--- config.mk ---
export PLATFORM = sky130hd
export DESIGN_NAME = touch_decode_flat
export DESIGN_NICKNAME = d
export VERILOG_FILES = /design/src/rtl/touch_pkg.sv /design/src/rtl/touch_if.sv /design/src/rtl/touch_debounce.sv /design/src/rtl/touch_decode.sv /design/src/flat_wrapper.sv
export SDC_FILE = /design/constraint.sdc
export NUM_CORES = 1
export LEC_CHECK = 0
export BUFFER_PORTS_ARGS = -buffer_cell sky130_fd_sc_hd__clkbuf_2
export CORE_MARGIN = 4
export CORE_UTILIZATION = 60
export CTS_CLUSTER_SIZE = 30
export DETAILED_ROUTE_END_ITERATION = 10
export PLACE_DENSITY = 0.78
export SYNTH_ARGS = -nofsm -noshare
export SYNTH_HDL_FRONTEND = slang
export SYNTH_SLANG_ARGS = --single-unit
export TNS_END_PERCENT = 1
--- constraint.sdc ---
create_clock -name sys_clk -period 18.1 [get_ports sys_clk]
set_clock_uncertainty 0.05 [all_clocks]
set_input_delay 5.43 -clock sys_clk [delete_from_list [all_inputs] [get_ports sys_clk]]
set_output_delay 5.43 -clock sys_clk [all_outputs]
set_load 0.02 [all_outputs]
--- src/rtl/touch_pkg.sv ---
`default_nettype none
// ============================================================================
//  Module      : touch_pkg
//  Description : Shared types and default geometry for the touch decoder.
//                The state and hit-class enums live here so the decoder and
//                any environment that watches it agree on the encodings.
//  Revision    : 1.0 - initial release
// ============================================================================
package touch_pkg;

    // Decoder state machine
    typedef enum logic [2:0] {
        IDLE   = 3'd0,
        ARM    = 3'd1,
        HELD   = 3'd2,
        DECODE = 3'd3,
        WRITE  = 3'd4
    } state_t;

    // Classification of a latched touch point
    typedef enum logic [2:0] {
        HIT_NONE  = 3'd0,
        HIT_TEXT  = 3'd1,
        HIT_MINUS = 3'd2,
        HIT_BAR   = 3'd3,
        HIT_PLUS  = 3'd4
    } hit_class_t;

    // Default configuration and screen geometry
    localparam int DEF_COORD_W   = 8;
    localparam int DEF_N_SLIDERS = 2;
    localparam int DEF_SLIDE_MAX = 127;
    localparam int DEF_DEBOUNCE  = 3;
    localparam int DEF_REL_CYC   = 8;
    localparam int DEF_TXT_X0    = 7;
    localparam int DEF_TXT_Y0    = 7;
    localparam int DEF_CELL_W    = 19;
    localparam int DEF_CELL_H    = 8;
    localparam int DEF_TXT_COLS  = 12;
    localparam int DEF_TXT_ROWS  = 16;
    localparam int DEF_BAR_X0    = 40;
    localparam int DEF_BAR_X1    = 220;
    localparam int DEF_MIN_X0    = 20;
    localparam int DEF_PLS_X1    = 240;
    localparam int DEF_SL_Y0     = 155;
    localparam int DEF_SL_H      = 14;
    localparam int DEF_SL_PITCH  = 20;

endpackage
`default_nettype wire

--- src/rtl/touch_if.sv ---
`default_nettype none
// ============================================================================
//  Module      : touch_if
//  Description : Coordinate input, slider preset and decoded-result bundle
//                between a touch controller front end and touch_decode.
//                slave = decoder side, master = driver/observer side.
//  Revision    : 1.0 - initial release
// ============================================================================
interface touch_if #(
    parameter int COORD_W = 8,
    parameter int CH_W    = 1,
    parameter int SV_W    = 7
);
    logic [COORD_W-1:0] x;
    logic [COORD_W-1:0] y;
    logic               new_coord;
    logic               slide_load;
    logic [CH_W-1:0]    slide_load_ch;
    logic [SV_W-1:0]    slide_load_val;
    logic [3:0]         cell_col;
    logic [3:0]         cell_row;
    logic               cell_valid;
    logic [CH_W-1:0]    slide_ch;
    logic [SV_W-1:0]    slide_val;
    logic               write_slide;
    logic [COORD_W-1:0] hit_x;
    logic [COORD_W-1:0] hit_y;
    logic               busy;

    modport slave (
        input  x, y, new_coord, slide_load, slide_load_ch, slide_load_val,
        output cell_col, cell_row, cell_valid, slide_ch, slide_val,
               write_slide, hit_x, hit_y, busy
    );

    modport master (
        output x, y, new_coord, slide_load, slide_load_ch, slide_load_val,
        input  cell_col, cell_row, cell_valid, slide_ch, slide_val,
               write_slide, hit_x, hit_y, busy
    );
endinterface
`default_nettype wire

--- src/rtl/touch_debounce.sv ---
`default_nettype none
// ============================================================================
//  Module      : touch_debounce
//  Description : Pen-down synchroniser plus the press (strobe) and release
//                counters. touch_ok/latch fire on the strobe that completes
//                the press; release_ok fires on the last of REL_CYC
//                consecutive pen-up cycles.
//  Revision    : 1.0 - initial release
// ============================================================================
module touch_debounce #(
    parameter int DEBOUNCE = 3,
    parameter int REL_CYC  = 8
) (
    input  wire logic clk,
    input  wire logic rst_n,
    input  wire logic penirq_n,
    input  wire logic new_coord,
    input  wire logic strobe_clr,   // counting restarts from zero this cycle
    input  wire logic strobe_en,    // strobes are being counted
    input  wire logic rel_en,       // release cycles are being counted
    output logic      pen_dn,
    output logic      touch_ok,
    output logic      release_ok,
    output logic      latch
);

    localparam int SC_W = (DEBOUNCE > 1) ? $clog2(DEBOUNCE + 1) : 1;
    localparam int RC_W = (REL_CYC  > 1) ? $clog2(REL_CYC  + 1) : 1;

    logic [1:0]      sync_ff;
    logic [SC_W-1:0] strobe_cnt;
    logic [SC_W-1:0] strobe_base;
    logic            strobe_hit;
    logic [RC_W-1:0] rel_cnt;

    assign pen_dn      = ~sync_ff[1];
    assign strobe_base = strobe_clr ? '0 : strobe_cnt;
    assign strobe_hit  = strobe_en & new_coord & pen_dn;
    assign touch_ok    = strobe_hit & ((32'(strobe_base) + 32'd1) >= 32'(DEBOUNCE));
    assign latch       = touch_ok;
    assign release_ok  = rel_en & ~pen_dn & (32'(rel_cnt) == 32'(REL_CYC - 1));

    // Two-flop synchroniser; idles at 1 (pen up)
    always_ff @(posedge clk or negedge rst_n) begin
        if (!rst_n) sync_ff <= 2'b11;
        else        sync_ff <= {sync_ff[0], penirq_n};
    end

    // Press counter: counts pen-down strobes, reset once the press is confirmed
    always_ff @(posedge clk or negedge rst_n) begin
        if (!rst_n)          strobe_cnt <= '0;
        else if (touch_ok)   strobe_cnt <= '0;
        else if (strobe_hit) strobe_cnt <= strobe_base + SC_W'(1);
        else if (strobe_clr) strobe_cnt <= '0;
    end

    // Release counter: any pen-down cycle restarts it
    always_ff @(posedge clk or negedge rst_n) begin
        if (!rst_n)                          rel_cnt <= '0;
        else if (!rel_en || pen_dn || release_ok) rel_cnt <= '0;
        else                                 rel_cnt <= rel_cnt + RC_W'(1);
    end

endmodule
`default_nettype wire

--- src/rtl/touch_decode.sv ---
`default_nettype none
// ============================================================================
//  Module      : touch_decode
//  Description : Debounces a resistive-touch press, latches the touch point
//                and on release classifies it as a text-cell hit or a
//                slider minus/bar/plus hit, updating the slider store.
//                Optional build macro TOUCH_DRAG_EN: bar strobes while held
//                update the slider live and suppress the release write.
//  Revision    : 1.0 - initial release
// ============================================================================
module touch_decode
    import touch_pkg::*;
#(
    parameter int COORD_W   = DEF_COORD_W,
    parameter int N_SLIDERS = DEF_N_SLIDERS,
    parameter int SLIDE_MAX = DEF_SLIDE_MAX,
    parameter int DEBOUNCE  = DEF_DEBOUNCE,
    parameter int REL_CYC   = DEF_REL_CYC,
    parameter int TXT_X0    = DEF_TXT_X0,
    parameter int TXT_Y0    = DEF_TXT_Y0,
    parameter int CELL_W    = DEF_CELL_W,
    parameter int CELL_H    = DEF_CELL_H,
    parameter int TXT_COLS  = DEF_TXT_COLS,
    parameter int TXT_ROWS  = DEF_TXT_ROWS,
    parameter int BAR_X0    = DEF_BAR_X0,
    parameter int BAR_X1    = DEF_BAR_X1,
    parameter int MIN_X0    = DEF_MIN_X0,
    parameter int PLS_X1    = DEF_PLS_X1,
    parameter int SL_Y0     = DEF_SL_Y0,
    parameter int SL_H      = DEF_SL_H,
    parameter int SL_PITCH  = DEF_SL_PITCH
) (
    input  wire logic sys_clk,
    input  wire logic iRST_n,
    input  wire logic penirq_n,
    touch_if.slave    bus
);

    localparam int CH_W = (N_SLIDERS > 1) ? $clog2(N_SLIDERS) : 1;
    localparam int SV_W = $clog2(SLIDE_MAX + 1);

    state_t             state, state_nx;
    logic               pen_dn, touch_ok, release_ok, latch;
    logic               strobe_clr, strobe_en, rel_en;
    logic [COORD_W-1:0] hit_x, hit_y;
    logic [3:0]         cell_col, cell_row;
    logic               cell_valid, write_slide;
    logic [CH_W-1:0]    slide_ch;
    logic [SV_W-1:0]    store [0:N_SLIDERS-1];
    hit_class_t         dec_cls;
    logic [CH_W-1:0]    dec_ch;
    logic [SV_W-1:0]    cur_val;
    logic               tw_en;
    logic [CH_W-1:0]    tw_ch;
    logic [SV_W-1:0]    tw_val;
    logic [SV_W-1:0]    load_val;
    logic               dragged;

    // Classify a coordinate: text area first, then slider rows (lowest channel wins)
    function automatic void classify(input logic [COORD_W-1:0] px,
                                     input logic [COORD_W-1:0] py,
                                     output hit_class_t cls,
                                     output logic [CH_W-1:0] ch);
        logic [31:0] ux, uy;
        logic        on_row;
        ux     = 32'(px);
        uy     = 32'(py);
        cls    = HIT_NONE;
        ch     = '0;
        on_row = 1'b0;
        if (ux >= 32'(TXT_X0) && ux < 32'(TXT_X0 + TXT_COLS * CELL_W) &&
            uy >= 32'(TXT_Y0) && uy < 32'(TXT_Y0 + TXT_ROWS * CELL_H)) begin
            cls = HIT_TEXT;
        end else begin
            for (int k = N_SLIDERS - 1; k >= 0; k--) begin
                if (uy >= 32'(SL_Y0 + k * SL_PITCH) &&
                    uy <= 32'(SL_Y0 + k * SL_PITCH + SL_H - 1)) begin
                    on_row = 1'b1;
                    ch     = CH_W'(k);
                end
            end
            if (on_row) begin
                if (ux >= 32'(MIN_X0) && ux < 32'(BAR_X0))       cls = HIT_MINUS;
                else if (ux >= 32'(BAR_X0) && ux <= 32'(BAR_X1)) cls = HIT_BAR;
                else if (ux > 32'(BAR_X1) && ux <= 32'(PLS_X1))  cls = HIT_PLUS;
            end
        end
    endfunction

    // Bar position to value; 32-bit intermediate covers COORD_W + SV_W + 1 bits
    function automatic logic [SV_W-1:0] bar_value(input logic [COORD_W-1:0] px);
        logic [31:0] q;
        q = ((32'(px) - 32'(BAR_X0)) * 32'(SLIDE_MAX + 1)) / 32'(BAR_X1 - BAR_X0 + 1);
        return (q > 32'(SLIDE_MAX)) ? SV_W'(SLIDE_MAX) : SV_W'(q);
    endfunction

    touch_debounce #(
        .DEBOUNCE (DEBOUNCE),
        .REL_CYC  (REL_CYC)
    ) u_debounce (
        .clk        (sys_clk),
        .rst_n      (iRST_n),
        .penirq_n   (penirq_n),
        .new_coord  (bus.new_coord),
        .strobe_clr (strobe_clr),
        .strobe_en  (strobe_en),
        .rel_en     (rel_en),
        .pen_dn     (pen_dn),
        .touch_ok   (touch_ok),
        .release_ok (release_ok),
        .latch      (latch)
    );

    // State register
    always_ff @(posedge sys_clk or negedge iRST_n) begin
        if (!iRST_n) state <= IDLE;
        else         state <= state_nx;
    end

    // Next state and debounce counter controls
    always_comb begin
        state_nx   = state;
        strobe_clr = 1'b0;
        strobe_en  = 1'b0;
        rel_en     = 1'b0;
        case (state)
            IDLE: begin
                strobe_clr = 1'b1;
                strobe_en  = 1'b1;
                if (touch_ok)                     state_nx = HELD;
                else if (bus.new_coord && pen_dn) state_nx = ARM;
            end
            ARM: begin
                strobe_en = 1'b1;
                rel_en    = 1'b1;
                if (touch_ok)        state_nx = HELD;
                else if (release_ok) state_nx = IDLE;
            end
            HELD: begin
                rel_en = 1'b1;
                if (release_ok) state_nx = DECODE;
            end
            DECODE:  state_nx = WRITE;
            WRITE:   state_nx = IDLE;
            default: state_nx = IDLE;
        endcase
    end

`ifdef TOUCH_DRAG_EN
    hit_class_t      in_cls;
    logic [CH_W-1:0] in_ch;
    logic [CH_W-1:0] drag_ch;
    logic            drag_valid;
    logic            dragged_r;

    assign dragged = dragged_r;

    // Remember the slider row of the press; note when a live drag has written
    always_ff @(posedge sys_clk or negedge iRST_n) begin
        if (!iRST_n) begin
            drag_ch    <= '0;
            drag_valid <= 1'b0;
            dragged_r  <= 1'b0;
        end else if (latch) begin
            drag_ch    <= in_ch;
            drag_valid <= (in_cls == HIT_MINUS) || (in_cls == HIT_BAR) || (in_cls == HIT_PLUS);
            dragged_r  <= 1'b0;
        end else if (state == HELD && tw_en) begin
            dragged_r  <= 1'b1;
        end
    end
`else
    assign dragged = 1'b0;
`endif

    // Slider store update requested by a decoded release or a live drag
    always_comb begin
        tw_en   = 1'b0;
        tw_ch   = '0;
        tw_val  = '0;
        dec_cls = HIT_NONE;
        dec_ch  = '0;
        classify(hit_x, hit_y, dec_cls, dec_ch);
        cur_val = store[dec_ch];
        if (state == DECODE && !dragged) begin
            case (dec_cls)
                HIT_MINUS: begin
                    tw_en  = 1'b1;
                    tw_ch  = dec_ch;
                    tw_val = (cur_val == '0) ? '0 : cur_val - SV_W'(1);
                end
                HIT_BAR: begin
                    tw_en  = 1'b1;
                    tw_ch  = dec_ch;
                    tw_val = bar_value(hit_x);
                end
                HIT_PLUS: begin
                    tw_en  = 1'b1;
                    tw_ch  = dec_ch;
                    tw_val = (32'(cur_val) >= 32'(SLIDE_MAX)) ? SV_W'(SLIDE_MAX)
                                                              : cur_val + SV_W'(1);
                end
                default: ;
            endcase
        end
`ifdef TOUCH_DRAG_EN
        in_cls = HIT_NONE;
        in_ch  = '0;
        classify(bus.x, bus.y, in_cls, in_ch);
        if (state == HELD && bus.new_coord && pen_dn && drag_valid &&
            in_cls == HIT_BAR && in_ch == drag_ch) begin
            tw_en  = 1'b1;
            tw_ch  = drag_ch;
            tw_val = bar_value(bus.x);
        end
`endif
    end

    assign load_val = (32'(bus.slide_load_val) > 32'(SLIDE_MAX)) ? SV_W'(SLIDE_MAX)
                                                                 : bus.slide_load_val;

    // Channel store: a touch update takes priority over an external preset
    always_ff @(posedge sys_clk or negedge iRST_n) begin
        if (!iRST_n) begin
            for (int i = 0; i < N_SLIDERS; i++) store[i] <= '0;
        end else begin
            for (int i = 0; i < N_SLIDERS; i++) begin
                if (tw_en && tw_ch == CH_W'(i))
                    store[i] <= tw_val;
                else if (bus.slide_load && bus.slide_load_ch == CH_W'(i))
                    store[i] <= load_val;
            end
        end
    end

    // Latched touch point and result registers; pulses are high for one cycle
    always_ff @(posedge sys_clk or negedge iRST_n) begin
        if (!iRST_n) begin
            hit_x       <= '0;
            hit_y       <= '0;
            cell_col    <= '0;
            cell_row    <= '0;
            cell_valid  <= 1'b0;
            slide_ch    <= '0;
            write_slide <= 1'b0;
        end else begin
            if (latch) begin
                hit_x <= bus.x;
                hit_y <= bus.y;
            end
            cell_valid <= (state == DECODE) && (dec_cls == HIT_TEXT);
            if (state == DECODE && dec_cls == HIT_TEXT) begin
                cell_col <= 4'((32'(hit_x) - 32'(TXT_X0)) / 32'(CELL_W));
                cell_row <= 4'((32'(hit_y) - 32'(TXT_Y0)) / 32'(CELL_H));
            end
            write_slide <= tw_en;
            if (tw_en) slide_ch <= tw_ch;
        end
    end

    assign bus.hit_x       = hit_x;
    assign bus.hit_y       = hit_y;
    assign bus.cell_col    = cell_col;
    assign bus.cell_row    = cell_row;
    assign bus.cell_valid  = cell_valid;
    assign bus.slide_ch    = slide_ch;
    assign bus.slide_val   = store[slide_ch];
    assign bus.write_slide = write_slide;
    assign bus.busy        = (state != IDLE);

endmodule
`default_nettype wire

--- src/flat_wrapper.sv ---
// flat-port wrapper written by rule: the top's interface ports become plain ports
module touch_decode_flat import touch_pkg::*;
#(
    parameter int COORD_W   = DEF_COORD_W,
    parameter int N_SLIDERS = DEF_N_SLIDERS,
    parameter int SLIDE_MAX = DEF_SLIDE_MAX,
    parameter int DEBOUNCE  = DEF_DEBOUNCE,
    parameter int REL_CYC   = DEF_REL_CYC,
    parameter int TXT_X0    = DEF_TXT_X0,
    parameter int TXT_Y0    = DEF_TXT_Y0,
    parameter int CELL_W    = DEF_CELL_W,
    parameter int CELL_H    = DEF_CELL_H,
    parameter int TXT_COLS  = DEF_TXT_COLS,
    parameter int TXT_ROWS  = DEF_TXT_ROWS,
    parameter int BAR_X0    = DEF_BAR_X0,
    parameter int BAR_X1    = DEF_BAR_X1,
    parameter int MIN_X0    = DEF_MIN_X0,
    parameter int PLS_X1    = DEF_PLS_X1,
    parameter int SL_Y0     = DEF_SL_Y0,
    parameter int SL_H      = DEF_SL_H,
    parameter int SL_PITCH  = DEF_SL_PITCH
)
  (sys_clk, iRST_n, penirq_n, bus_x, bus_y, bus_new_coord, bus_slide_load, bus_slide_load_ch, bus_slide_load_val, bus_cell_col, bus_cell_row, bus_cell_valid, bus_slide_ch, bus_slide_val, bus_write_slide, bus_hit_x, bus_hit_y, bus_busy);
  touch_if #(.COORD_W(COORD_W), .CH_W((1)), .SV_W((7))) bus_i ();
  input  wire logic sys_clk;
  input  wire logic iRST_n;
  input  wire logic penirq_n;
  input wire logic [$bits(bus_i.x)-1:0] bus_x;
  input wire logic [$bits(bus_i.y)-1:0] bus_y;
  input wire logic [$bits(bus_i.new_coord)-1:0] bus_new_coord;
  input wire logic [$bits(bus_i.slide_load)-1:0] bus_slide_load;
  input wire logic [$bits(bus_i.slide_load_ch)-1:0] bus_slide_load_ch;
  input wire logic [$bits(bus_i.slide_load_val)-1:0] bus_slide_load_val;
  output wire logic [$bits(bus_i.cell_col)-1:0] bus_cell_col;
  output wire logic [$bits(bus_i.cell_row)-1:0] bus_cell_row;
  output wire logic [$bits(bus_i.cell_valid)-1:0] bus_cell_valid;
  output wire logic [$bits(bus_i.slide_ch)-1:0] bus_slide_ch;
  output wire logic [$bits(bus_i.slide_val)-1:0] bus_slide_val;
  output wire logic [$bits(bus_i.write_slide)-1:0] bus_write_slide;
  output wire logic [$bits(bus_i.hit_x)-1:0] bus_hit_x;
  output wire logic [$bits(bus_i.hit_y)-1:0] bus_hit_y;
  output wire logic [$bits(bus_i.busy)-1:0] bus_busy;
  assign bus_i.x = bus_x;
  assign bus_i.y = bus_y;
  assign bus_i.new_coord = bus_new_coord;
  assign bus_i.slide_load = bus_slide_load;
  assign bus_i.slide_load_ch = bus_slide_load_ch;
  assign bus_i.slide_load_val = bus_slide_load_val;
  assign bus_cell_col = bus_i.cell_col;
  assign bus_cell_row = bus_i.cell_row;
  assign bus_cell_valid = bus_i.cell_valid;
  assign bus_slide_ch = bus_i.slide_ch;
  assign bus_slide_val = bus_i.slide_val;
  assign bus_write_slide = bus_i.write_slide;
  assign bus_hit_x = bus_i.hit_x;
  assign bus_hit_y = bus_i.hit_y;
  assign bus_busy = bus_i.busy;
  touch_decode #(.COORD_W(COORD_W), .N_SLIDERS(N_SLIDERS), .SLIDE_MAX(SLIDE_MAX), .DEBOUNCE(DEBOUNCE), .REL_CYC(REL_CYC), .TXT_X0(TXT_X0), .TXT_Y0(TXT_Y0), .CELL_W(CELL_W), .CELL_H(CELL_H), .TXT_COLS(TXT_COLS), .TXT_ROWS(TXT_ROWS), .BAR_X0(BAR_X0), .BAR_X1(BAR_X1), .MIN_X0(MIN_X0), .PLS_X1(PLS_X1), .SL_Y0(SL_Y0), .SL_H(SL_H), .SL_PITCH(SL_PITCH)) u_core (.sys_clk(sys_clk), .iRST_n(iRST_n), .penirq_n(penirq_n), .bus(bus_i));
endmodule
==> flow_metrics.tcl, run 1 <==
set metrics [dict create \
    most-common-layout-cells "152 x sky130_fd_sc_hd__nor2_1, 149 x sky130_fd_sc_hd__nand2_1, 105 x sky130_fd_sc_hd__a21oi_1" \
    timing.setup.critical_path_class "reg2reg" \
    timing.final.crit_period_ns 17.25 \
    vias_per_cell 6.905 \
    gate_count_of_the_mapped_netlist 1631 \
    gpl_wtd_cong 0.9771 \
    worst_setup_path_end_kind "flop" \
    die_w_um 149.0 \
    maximum_number_of_pins_on_one_net_before_global_route_repair 53 \
    place.port_buffers 63 \
    post_synth_xor_area_fraction_pct 7.841 \
    hold_path_class "reg2reg" \
    syn-cell-area_um2 11940 \
    die_area_um2 22210 \
    cts.htree.levels 2 \
    grt_pass1_wl_um 59330 \
    via_count_of_the_first_global_routing_pass 11910 \
    setup-tns-final_ns 0 \
    wire_per_inst_um 19.18 \
    crit_path_top_delay_cell "sky130_fd_sc_hd__or4_1" \
    synthesis.yosys.warnings 0 \
    clock_latency_ns 0.31 \
    floorplan.rows 51 \
    synth_enable_flop_cells 0 \
    synth.yosys.seq_area_share_pct 10.92 \
    status "finished, final reports clean" \
    timing.critical_path.slowest_cell_delay_ns 0.67 \
    worst_pin_slew_ns 1.273 \
    final_common_cell "sky130_fd_sc_hd__nor2_1" \
    clock_tree_from_tritoncts "yes" \
    critical_path.most_common_cell "sky130_fd_sc_hd__ha_1" \
    ant_nets 0 \
    place.detailed.hpwl_um 28500 \
    hold_viol_final 0 \
    initial_detailed_routing_violation_count 1609 \
    cap_viol_max_count 0 \
    floorplan.initialDensity_pct 61.13 \
    layout_worst_path_cycle_share_pct 95.32 \
    placeableCoreArea_um2 19530 \
    totalWireLength_um 37330 \
    cts.sink_count 52 \
    yosys.area_share.simple_pct 27.61 \
    syn-mean-instance-area_um2 7.318 \
    ctsRootBufferMaster "sky130_fd_sc_hd__clkbuf_16" \
    muxShareOfSynthArea_pct 8.208 \
    timing.max_slew.rel_slack_pct 12.91 \
    ys_ff_latch 52 \
    synth_top_family_by_area "compound AO/OA/AOI/OAI gates" \
    synth_compound_gate_area_share_pct 36.91 \
    layout-area-overhead-vs-synth_pct 8.009 \
    critPathArrivalTime_ns 17.36 \
    slew_viol_final 0 \
    detail_route.drc_violations 0 \
    finalSetupViolations 0 \
    required_time_at_the_worst_slack_endpoint_ns 18.20 \
    num_vias 13440 \
    synthAdderAreaFrac_pct 3.312 \
    layout_net_count 1739 \
    global_route.overflow_total 0 \
    achievable-frequency_mhz 57.96 \
    ys_types 128 \
    grt_antenna_before_repair 0 \
    floorplan.io_pins 64 \
    worst-path-max-fanout 19 \
    postLayoutCoreUtil_pct 66.03 \
    critical_path_launch_point_type "flop" \
    drt-pass1-iter-count 6 \
    cts.reportedPaths.clkPinSlew_ns 0.08 \
    post_route_cells_drive_above_1_share_pct 17.61 \
    antenna-diode-count 0 \
    timing.critical_path.max_delay_family "compound AO/OA/AOI/OAI gates" \
    synthArstFlopShare_pct 100.0 \
    cts-buffers-inserted 5 \
    number_of_buffer_and_inverter_stages_on_the_critical_path 8 \
    yosys_most_used_dff "sky130_fd_sc_hd__dfrtp_1" \
    grt_usage_pct 31.59 \
    die_span_y_um 149.0 \
    cts_buffer_depth 2 \
]
==> area by class of cell <==
type                       instances  area (um^2)
sequential                        52         1305
inverter                          53        202.7
timing repair buffer             117        720.7
clock inverter                     3        26.28
clock buffer                       5        125.1
multi-input combinational       1451        10180
fill                            1791         6634
tap                              265        331.6
==> layer usage <==
metal / share of wire, % / up-vias / routed length, um / GRT usage [%]
met5: 0 / - / 0 / 0
met4: 2.3 / 0 / 867 / 7.414
met3: 9.1 / 73 / 3388 / 4.254
met2: 43 / 709 / 16130 / 48.47
met1: 45 / 6281 / 16940 / 46.99
li1: - / 6374 / - / -
==> synthesized netlist by cell type, drive strengths merged (43+ instances only) <==
master	instances	share of area, %
a21oi	110	4.8
buf	43	2.4
dfrtp	50	10
inv	51	1.6
mux2	43	4.2
mux2i	48	4.1
nand2	152	4.8
nand3	55	2.3
nor2	158	5.3
nor3	67	3.2
o21ai	112	4.9
xnor2	71	5.7
==> stage by stage <==
step | hold slack [ns] | worst slack [ns] | cells | cell area, um^2
4_1_cts | 0.3168 | 0.3438 | 1924 | 12570
3_3_place_gp | 0.2986 | 0.8080 | 1916 | 12420
2_1_floorplan | 0.2952 | 1.631 | 1634 | 11950
3_5_place_dp | 0.2988 | 0.4117 | 1916 | 12420
5_1_grt | 0.3240 | -0.1855 | 1946 | 12890
6_report | 0.3076 | 0.8467 | 1946 | 12890
==> flip-flops by register name (all words and copies together), names as in the netlist <==
signal,count
u_core.bus.cell_col,4
u_core.u_debounce.strobe_cnt,2
u_core.store,14
u_core.bus.cell_row,4
u_core.bus.hit_y,8
u_core.u_debounce.sync_ff,2
u_core.bus.write_slide,1
u_core.state,3
u_core.bus.cell_valid,1
u_core.bus.slide_ch,1
u_core.bus.hit_x,8
u_core.u_debounce.rel_cnt,4
==> kinds of logic (layout without fill, tap and decap cells) <==
kind of cell | count (synthesis) | count (layout)
multiplexers | 91 | 91
buffers and inverters | 131 | 178
AND/OR/NAND/NOR | 637 | 637
adder cells (fa/ha/maj) | 32 | 32
AO/OA/AOI/OAI | 586 | 586
other | 2 | 5
flip-flops | 52 | 52
XOR/XNOR | 100 | 100
==> worst paths after layout <==
path                                                         from                                      to  slack [ns]  cells past startpoint
max                               u_core.bus.hit_x[6]$_DFFE_PN0P_             u_core.store[7]$_DFFE_PN0P_        0.85                     71
max reg2reg                       u_core.bus.hit_x[6]$_DFFE_PN0P_             u_core.store[7]$_DFFE_PN0P_        0.85                     71
min                        u_core.u_debounce.sync_ff[0]$_DFF_PN1_  u_core.u_debounce.sync_ff[1]$_DFF_PN1_        0.31                      0
min reg2reg                u_core.u_debounce.sync_ff[0]$_DFF_PN1_  u_core.u_debounce.sync_ff[1]$_DFF_PN1_        0.31                      0
max in group asynchronous                                  iRST_n         u_core.bus.hit_x[4]$_DFFE_PN0P_       12.32                      2
min in group asynchronous                                  iRST_n            u_core.store[11]$_DFFE_PN0P_        5.19                      2
==> worst register-to-register path, delay by kind of cell, from the launching register on <==
family | cells | cell delay, ns
adders and majority gates | 6 | 1.77
and+or+nand+nor | 20 | 4.23
xor gates and xnor gates | 2 | 0.40
muxes | 3 | 0.72
DFF | 1 | 0.37
AOI/OAI and AO/OA | 32 | 8.21
buffers and inverters | 8 | 1.36
==> repair_timing <==
item,CTS,global route
hold buffers,0,0
setup endpoints to repair,0,4
buffers inserted,0,22
gates resized for setup,0,34
Power of run 1 is left out: the tool's default activity adds up to more than one toggle a clock period on the data nets, which glitch-free logic cannot reach.
==> run 2: changes to the inputs <==
clock period = 22.2 ns   (was 18.1 ns; I/O delays follow)
==> run 2 against run 1 <==
  * Die area is the same
  * Critical path type unchanged
  * First-iteration DRC count is 3.0% lower
  * Flip-flop and latch count stayed put
  * Wire length fell by 4.2%
  * Count of clock-buffer cells in the layout unchanged
==> flow_metrics.tcl, run 2 (synthesis gave the netlist of run 1 again) <==
set metrics [dict create \
    status "finished, final reports clean" \
    crit_end "u_core.store[7]$_DFFE_PN0P_" \
    final_design_area_no_fill_um2 12380 \
    slew_viol_final 0 \
    grt_pass1_wl_um 57590 \
    place.port_buffers 63 \
    timing.critical_path.slowest_cell_delay_ns 0.88 \
    detail_route.drc_violations 0 \
    setup_slack_ns 1.872 \
    vias_per_cell 6.949 \
    maximum_number_of_pins_on_one_net_before_global_route_repair 53 \
    grt_usage_pct 30.35 \
    crit_path_top_delay_cell "sky130_fd_sc_hd__mux2i_1" \
    timing.critical_path.from "u_core.bus.hit_x[6]$_DFFE_PN0P_" \
    num_vias 13180 \
    timing.final.crit_period_ns 20.33 \
    cts_setup_buffers 0 \
    critical_path.most_common_cell "sky130_fd_sc_hd__ha_1" \
    clock_tree_from_tritoncts "yes" \
    critPathArrivalTime_ns 20.42 \
    timing.max_slew.rel_slack_pct 18.05 \
    filler_cells_inserted 1765 \
    worst_setup_path_end_kind "flop" \
    die_span_y_um 149.0 \
    layout_net_count 1690 \
    largest-register "u_core.store" \
    topRoutingLayerUsed "met4" \
    place.detailed.hpwl_um 27600 \
    initial_detailed_routing_violation_count 1560 \
    met1Wirelength_um 16280 \
    totalWireLength_um 35750 \
    largest_reg_flops 14 \
    finalSetupViolations 0 \
    ant_nets 0 \
    place_ws_ns 2.422 \
    worstReg2RegEnd "u_core.store[7]$_DFFE_PN0P_" \
    worstReg2RegStart "u_core.bus.hit_x[6]$_DFFE_PN0P_" \
    critical_path_launch_point_type "flop" \
    cts-hold-fix-buffers 0 \
    floorplan.io_pins 64 \
    antenna-diode-count 0 \
    cts-buffers-inserted 5 \
    cts.htree.levels 2 \
    post_route_cells_drive_above_1_share_pct 13.60 \
    required_time_at_the_worst_slack_endpoint_ns 22.29 \
    layout-area-overhead-vs-synth_pct 3.690 \
    ctsResizeCount 0 \
    worst_pin_slew_ns 1.198 \
    cts.sink_count 52 \
    die_area_um2 22210 \
    layout_worst_path_cycle_share_pct 91.57 \
    ctsRootBufferMaster "sky130_fd_sc_hd__clkbuf_16" \
    global_route.overflow_total 0 \
    most-common-layout-cells "152 x sky130_fd_sc_hd__nor2_1, 149 x sky130_fd_sc_hd__nand2_1, 105 x sky130_fd_sc_hd__a21oi_1" \
    final_common_cell "sky130_fd_sc_hd__nor2_1" \
    met2WireLength_um 15580 \
    worst-path-max-fanout 29 \
    postLayoutCoreUtil_pct 63.39 \
    floorplan.rows 51 \
    gpl_wtd_cong 1.042 \
    placed_area_um2 12220 \
    unrepaired_setup_endpoints_after_global_routing "false" \
    via_count_of_the_first_global_routing_pass 11520 \
    cap_viol_max_count 0 \
    floorplan.initialDensity_pct 61.13 \
    timing.setup.critical_path_class "reg2reg" \
    clock_latency_ns 0.31 \
    cts_buffer_depth 2 \
    reg2reg_slack_ns 1.87 \
    drt-pass1-iter-count 5 \
    placeableCoreArea_um2 19530 \
    die_w_um 149.0 \
    layout_top_registers "u_core.store: 14 flops, u_core.bus.hit_x: 8 flops, u_core.bus.hit_y: 8 flops" \
    hold_viol_final 0 \
    wl_met3_um 3280 \
    grt_antenna_before_repair 0 \
    hold_path_class "reg2reg" \
    wire_per_inst_um 18.85 \
    achievable-frequency_mhz 49.19 \
    cts.reportedPaths.clkPinSlew_ns 0.08 \
    r2r.worst_path.cells 72 \
    setup-tns-final_ns 0 \
]
## run 2: cell count changes in the layout (fill, tap and decap cells not counted), sizes merged
cell      previous run  this run
buf                 54         5
clkinv               2         4
clkinvlp             3         0
inv                 51        52
## run 2: critical path, delay by kind of cell, from the launching register on
family	cells	cell delay, ns
multiplexers	3	1.26
flip-flops	1	0.60
buffers and inverters	8	1.71
AND/OR/NAND/NOR	21	4.52
AO/OA/AOI/OAI	32	8.94
XOR/XNOR	1	0.44
adder cells (fa/ha/maj)	7	2.59
## run 2: worst min-delay path by stage
stage,depth (start not counted),end,from
2_1_floorplan,0,u_core.u_debounce.sync_ff[1]$_DFF_PN1_,u_core.u_debounce.sync_ff[0]$_DFF_PN1_
3_3_place_gp,0,u_core.u_debounce.sync_ff[1]$_DFF_PN1_,u_core.u_debounce.sync_ff[0]$_DFF_PN1_
3_5_place_dp,0,u_core.u_debounce.sync_ff[1]$_DFF_PN1_,u_core.u_debounce.sync_ff[0]$_DFF_PN1_
4_1_cts,0,u_core.u_debounce.sync_ff[1]$_DFF_PN1_,u_core.u_debounce.sync_ff[0]$_DFF_PN1_
5_1_grt,0,u_core.u_debounce.sync_ff[1]$_DFF_PN1_,u_core.u_debounce.sync_ff[0]$_DFF_PN1_
6_report,0,u_core.u_debounce.sync_ff[1]$_DFF_PN1_,u_core.u_debounce.sync_ff[0]$_DFF_PN1_
## run 2: stage by stage
| step | hold slack [ns] | instances |
|---|---|---|
| 2_1_floorplan | 0.2952 | 1634 |
| 3_3_place_gp | 0.2960 | 1889 |
| 3_5_place_dp | 0.2972 | 1889 |
| 4_1_cts | 0.3080 | 1897 |
| 5_1_grt | 0.3202 | 1897 |
| 6_report | 0.3083 | 1897 |
## run 2: layout make-up
cell class	count	area [um^2]	share of cell area, %
multi-input cells	1451	10030	81.05
clock inverters	3	33.78	0.2729
clock buffers	5	125.1	1.011
flip-flops and latches	52	1304	10.53
repair buffers	68	352.8	2.851
well taps	265	331.6	2.679
inverters	53	198.9	1.607
## run 2: layer usage
metal  GRT usage, %  vias to the layer above
met4          5.172                        0
met5              0                        -
li1               -                     6268
met1          44.08                     6157
met3          5.135                       75
met2          48.04                      683
Power of run 2 is left out for the same reason.
